### src/rtl/pool_tile_glb_writer.sv
// Drains one padded tile from pool memory into the GLB at base + row*pitch + col.
// Define TILE_CNT_CHECK_EN to build the captured-pixel count check behind cnt_err.
module pool_tile_glb_writer #(
    parameter int DATA_WID = 128,
    parameter int GLB_AW   = 12
) (
    input  logic                clock,
    input  logic                rst_n,
    input  logic                pad_end,
    input  logic [GLB_AW-1:0]   tile_base_addr,
    input  logic [GLB_AW-1:0]   row_pitch,
    output logic                glb_req,
    input  logic                glb_gnt,
    output logic                tile_dump,
    input  logic                tile_valid,
    input  logic [DATA_WID-1:0] tile_pixel,
    input  logic                dump_end,
    input  logic [4:0]          dump_length,
    input  logic [4:0]          dump_height,
    output logic                glb_wr_en,
    output logic [GLB_AW-1:0]   glb_wr_addr,
    output logic [DATA_WID-1:0] glb_wr_data,
    output logic                tile_done,
    output logic                cnt_err,
    output logic [5:0]          dbg_state_o
);

    // Handshakes: glb_req is held from REQ until DONE and the arbiter keeps glb_gnt
    // high until it drops; tile_dump is a single-cycle request; a stream beat is
    // taken on every tile_valid=1 cycle (the first one after tile_dump is a dummy).
    typedef enum logic [5:0] {
        IDLE   = 6'b000001,
        REQ    = 6'b000010,
        DUMP   = 6'b000100,
        LEAD   = 6'b001000,
        STREAM = 6'b010000,
        DONE   = 6'b100000
    } state_e;

    state_e                state_q, state_d;
    logic                  pending_q, pending_d;
    logic                  flush_q, flush_d;
    logic [GLB_AW-1:0]     row_base_q, row_base_d;
    logic [GLB_AW-1:0]     wr_ptr_q, wr_ptr_d;
    logic [GLB_AW-1:0]     pitch_q, pitch_d;
    logic [4:0]            len_q, len_d;
    logic [4:0]            col_q, col_d;
    logic                  wr_en_q, wr_en_d;
    logic [GLB_AW-1:0]     wr_addr_q, wr_addr_d;
    logic [DATA_WID-1:0]   wr_data_q, wr_data_d;

    logic                  capture;
    logic                  row_end;
    logic [4:0]            len_eff;
    logic [GLB_AW-1:0]     next_row_base;

    // flush_q marks the cycle between the final capture and DONE, so tile_done
    // trails the last GLB write by one cycle.
    assign capture       = (state_q == STREAM) && tile_valid && !flush_q;
    assign len_eff       = (len_q == 5'd0) ? 5'd1 : len_q;
    assign row_end       = (col_q == len_eff - 5'd1);
    assign next_row_base = row_base_q + pitch_q;

    always_comb begin
        state_d    = state_q;
        pending_d  = pending_q | pad_end;
        flush_d    = flush_q;
        row_base_d = row_base_q;
        wr_ptr_d   = wr_ptr_q;
        pitch_d    = pitch_q;
        len_d      = len_q;
        col_d      = col_q;
        wr_en_d    = 1'b0;
        wr_addr_d  = wr_addr_q;
        wr_data_d  = wr_data_q;
        case (state_q)
            IDLE: begin
                if (pending_q) begin
                    state_d   = REQ;
                    pending_d = pad_end;
                end
            end
            REQ: begin
                if (glb_gnt) begin
                    state_d    = DUMP;
                    row_base_d = tile_base_addr;
                    wr_ptr_d   = tile_base_addr;
                    pitch_d    = row_pitch;
                end
            end
            DUMP: state_d = LEAD;
            LEAD: begin
                if (tile_valid) begin
                    state_d = STREAM;
                    len_d   = dump_length;
                    col_d   = 5'd0;
                    flush_d = 1'b0;
                end
            end
            STREAM: begin
                if (flush_q) begin
                    state_d = DONE;
                end else if (capture) begin
                    wr_en_d   = 1'b1;
                    wr_addr_d = wr_ptr_q;
                    wr_data_d = tile_pixel;
                    if (row_end) begin
                        col_d      = 5'd0;
                        row_base_d = next_row_base;
                        wr_ptr_d   = next_row_base;
                    end else begin
                        col_d    = col_q + 5'd1;
                        wr_ptr_d = wr_ptr_q + GLB_AW'(1);
                    end
                    if (dump_end) flush_d = 1'b1;
                end
            end
            DONE:    state_d = IDLE;
            default: state_d = IDLE;
        endcase
    end

    always_ff @(posedge clock or negedge rst_n) begin
        if (!rst_n) begin
            state_q    <= IDLE;
            pending_q  <= 1'b0;
            flush_q    <= 1'b0;
            row_base_q <= '0;
            wr_ptr_q   <= '0;
            pitch_q    <= '0;
            len_q      <= '0;
            col_q      <= '0;
            wr_en_q    <= 1'b0;
            wr_addr_q  <= '0;
            wr_data_q  <= '0;
        end else begin
            state_q    <= state_d;
            pending_q  <= pending_d;
            flush_q    <= flush_d;
            row_base_q <= row_base_d;
            wr_ptr_q   <= wr_ptr_d;
            pitch_q    <= pitch_d;
            len_q      <= len_d;
            col_q      <= col_d;
            wr_en_q    <= wr_en_d;
            wr_addr_q  <= wr_addr_d;
            wr_data_q  <= wr_data_d;
        end
    end

    assign glb_req     = (state_q == REQ) || (state_q == DUMP) ||
                         (state_q == LEAD) || (state_q == STREAM);
    assign tile_dump   = (state_q == DUMP);
    assign tile_done   = (state_q == DONE);
    assign glb_wr_en   = wr_en_q;
    assign glb_wr_addr = wr_addr_q;
    assign glb_wr_data = wr_data_q;
    assign dbg_state_o = state_q;

`ifdef TILE_CNT_CHECK_EN
    logic [4:0] hgt_q, hgt_d;
    logic [9:0] pix_cnt_q, pix_cnt_d;
    logic       cnt_err_q, cnt_err_d;
    logic [9:0] tile_area;

    assign tile_area = {5'd0, len_q} * {5'd0, hgt_q};

    always_comb begin
        hgt_d     = hgt_q;
        pix_cnt_d = pix_cnt_q;
        cnt_err_d = cnt_err_q;
        if ((state_q == LEAD) && tile_valid) begin
            hgt_d     = dump_height;
            pix_cnt_d = 10'd0;
        end else if (capture) begin
            pix_cnt_d = pix_cnt_q + 10'd1;
            if (dump_end && (pix_cnt_q + 10'd1 != tile_area)) cnt_err_d = 1'b1;
        end
    end

    always_ff @(posedge clock or negedge rst_n) begin
        if (!rst_n) begin
            hgt_q     <= '0;
            pix_cnt_q <= '0;
            cnt_err_q <= 1'b0;
        end else begin
            hgt_q     <= hgt_d;
            pix_cnt_q <= pix_cnt_d;
            cnt_err_q <= cnt_err_d;
        end
    end

    assign cnt_err = cnt_err_q;
`else
    logic unused_dump_height;
    assign unused_dump_height = ^dump_height;
    assign cnt_err = 1'b0;
`endif

endmodule

### config.mk
export PLATFORM = sky130hd
export DESIGN_NAME = pool_tile_glb_writer
export DESIGN_NICKNAME = d
export VERILOG_FILES = /design/src/rtl/pool_tile_glb_writer.sv
export SDC_FILE = /design/constraint.sdc
export NUM_CORES = 1
export LEC_CHECK = 0
export ABC_AREA = 1
export CELL_PAD_IN_SITES_DETAIL_PLACEMENT = 0
export CELL_PAD_IN_SITES_GLOBAL_PLACEMENT = 2
export CORE_AREA = 2 2 214 174
export DETAILED_ROUTE_END_ITERATION = 8
export DIE_AREA = 0 0 216 176
export GPL_ROUTABILITY_DRIVEN = 0
export GPL_TIMING_DRIVEN = 0
export PLACE_DENSITY = 0.81
export SLEW_MARGIN = 20
export SYNTH_ARGS = -nofsm -noshare
export SYNTH_HDL_FRONTEND = slang
export SYNTH_SLANG_ARGS = --single-unit
export TNS_END_PERCENT = 20
### constraint.sdc
create_clock -name clock -period 3.25 [get_ports clock]
set_clock_uncertainty 0.05 [all_clocks]
set_input_delay 0.975 -clock clock [delete_from_list [all_inputs] [get_ports clock]]
set_output_delay 0.975 -clock clock [all_outputs]
set_load 0.02 [all_outputs]
==> out/results.ini <==
[critical_path]
crit_required_ps = 2220
path_cells = nor2_1, nand2_1, nor3_1, clkdlybuf4s50_1
path_max_fanout = 4
slowest_delay_ps = 650
cp.arrival_ps = 2020
crit_path_start = dbg_state_o[2]
crit_family = buffers and inverters
crit_buf_inv = 1
critPathSlowestCell = clkdlybuf4s50_1
cp-start-kind = flop
end_kind = output port
r2r_start = len_q[2]
crit_type = reg -> out

[sta]
fin_hold_ws_ps = 320
finalCritPeriodShare_pct = 93.6
post-route-min-period_ps = 3040
worstMarginPinSlew_ps = 844
fmax_mhz = 329
hold_violations = 0
drv_slew = 0
setup_viol = 0
grt_setup_unrepaired = no
slew_headroom_pct = 43.3

[layout]
fin_nets = 1600
fillers = 3709
final_util_pct = 37.1
multi_input_area_mm2 = 0.00352
antenna_cells = 0
layout_commonest_cell = nand2_1
regArea_mm2 = 0.00488
fin_area_mm2 = 0.0133
mostFrequentLayoutCells = 556 x nand2_1, 310 x clkdlybuf4s50_1, 194 x dfrtp_1
layout-drive-gt1-share_pct = 5.73
areaGrowthSynthToFinish_pct = 49.9

[drt]
via_per_inst = 4.19
drtIter0Drc = 395
via_count = 8005
drt_wl_total_mm = 29.8
drc = 0
ant_nets = 0
drt-pass1-iter-count = 5
avgRoutedWirePerCell_um = 15.6

[global_route]
antenna_found_initial = 0
grt_pass1_vias = 7829
overflow = 0
grt_max_degree = 86
grt_pass1_wl_mm = 45.8
grt_use_total_pct = 15.7

[power]
power.leakage_nw = 6.44
cellPowerDensity_mw_per_mm2 = 668
power.total_w = 0.00885
ir_drop_mv = 0.325

[synthesis]
syn_area_per_cell_um2 = 8.17
ys_types = 35
synth_top_family_by_area = simple AND/OR/NAND/NOR gates
yosysTopAreaCellShare_pct = 54.9
synth.top_cells.by_area = dfrtp_1 55%, nand2_1 24%, nand3_1 2.8%, inv_1 2.6%, o21ai_0 2.3%
synth_simple_gate_area_share_pct = 29.8
yosys.area_share.adder_pct = 2.21
syn_area_mm2 = 0.00884
synth_fp_nets = 1266
synth-seq-cells = 195
synth_largest_area_cell = dfrtp_1
seq_area_frac_synth_pct = 55.2
synthCells = 1083
synth_compound_area_share_pct = 4.84
synth-xor-area-share_pct = 1.49
synthMuxAreaShare_pct = 1.40
yosysWarningCount = 0

[hold_path]
hold_path_class = in -> async

[clock_network]
htreeDepth = 4
clock_latency_ps = 460
cts_buffers = 17
clockRootBuffer = clkbuf_16
cts_max_path_buffers = 2
cts_tree = done
cts.sinks = 195
hold_buffers = 0
clkTransAtPathRegs_ps = 70

[floorplanning]
die_h_um = 176
rows = 62
core_mm2 = 0.0357
die_x_um = 216
io_pins = 319
initial_core_util_pct = 24.8
dieArea_mm2 = 0.0380

[placement]
place_area_mm2 = 0.0126
port_buffers = 312
dpl.hpwl_mm = 22.8

[flow_run]
cap_violations = 0

[run_status]
status = finished clean

[area by class of cell]
cell class / count / area share [%]
flip-flops and latches: 195 / 36.8
multi-input cells: 779 / 26.5
repair buffers: 316 / 24.2
well taps: 480 / 4.53
clock buffers: 22 / 3.65
inverters: 65 / 1.87
plain buffers: 43 / 1.49
clock inverters: 10 / 0.906
[routing by layer]
layer | wire length (µm) | global-route usage, % | vias up
met5 | 0 | 0 | -
met4 | 409 | 4.37 | 0
met3 | 1880 | 5.03 | 27
met2 | 13100 | 23.7 | 187
met1 | 14400 | 21.8 | 3762
li1 | - | - | 4029
[where the power goes]
part / switching, W / leakage (nW) / internal, W
combinational: 0.00203 / 3.71 / 0.00142
sequential: 0.000290 / 2.44 / 0.00290
clock: 0.00100 / 0.294 / 0.00122
total: 0.00332 / 6.44 / 0.00554
[synthesized netlist by cell type (all sizes together)]
library cell	number
nand2	560
dfrtp	194
inv	64
nand3	50
o21ai	40
nor2	30
clkbuf	23
a21oi	22
buf	21
ha	14
mux2	11
xor2	10
a21boi	9
nor3	9
nand4	8
xnor2	5
nand3b	4
o2111ai	2
a21o	1
clkinv	1
conb	1
dfstp	1
fa	1
o21bai	1
o22ai	1
[state kept, by name, summed over array words and instances, names as in the netlist]
name / cells
col_q: 5
pitch_q: 12
len_q: 5
flush_q: 1
glb_wr_en: 1
glb_wr_data: 128
row_base_q: 12
glb_wr_addr: 12
pending_q: 1
dbg_state_o: 6
wr_ptr_q: 12
[through the flow]
| step | instances | setup TNS, ps | setup slack, ps |
|---|---|---|---|
| 3_3_place_gp | 1875 | -1528190 | -7880 |
| 2_1_floorplan | 1083 | 0 | 759 |
| 3_5_place_dp | 1877 | -1140 | -130 |
| 4_1_cts | 1910 | 0 | 48.1 |
| 5_1_grt | 1910 | 0 | 38.1 |
| 6_report | 1910 | 0 | 208 |
[worst register-to-register path, cell delays in order, from the launching register on]
cell	delay [ps]
dfrtp_1	420
nor2_2	210
nand3_1	120
nand2_1	90
inv_1	40
ha_1	300
xor2_1	160
inv_1	50
nor2_1	40
nand2_1	80
clkinv_1	290
nand2_2	300
buf_2	290
nand4_1	160
o21ai_0	190
[what timing repair did]
item / 4_1_cts / 5_1_grt
gates resized for setup: 2 / 2
setup endpoints to repair: 1 / 1
cloned: 0 / 0
buffers inserted: 2 / 0
pin swaps: 1 / 0
[cells by family (layout without fill, tap and decap cells)]
family / after synthesis / in the layout
AND/OR/NAND/NOR: 661 / 661
flip-flops: 195 / 195
other: 1 / 1
XOR/XNOR: 15 / 15
adder cells (fa/ha/maj): 15 / 15
buffers and inverters: 109 / 456
multiplexers: 11 / 11
AO/OA/AOI/OAI: 76 / 76
[path summary, 6_finish.rpt]
path / end / depth (start not counted) / slack, ps
worst min-delay path: len_q[4] / 1 / 320
worst max register to register: col_q[0] / 14 / 360
max in group asynchronous: glb_wr_data[23] / 2 / 2100
worst min register to register: glb_wr_data[118] / 2 / 420
min in group clock: glb_wr_data[118] / 2 / 420
worst max-delay path: tile_done / 4 / 210
Note: power is estimated with default switching activity, not from simulation.
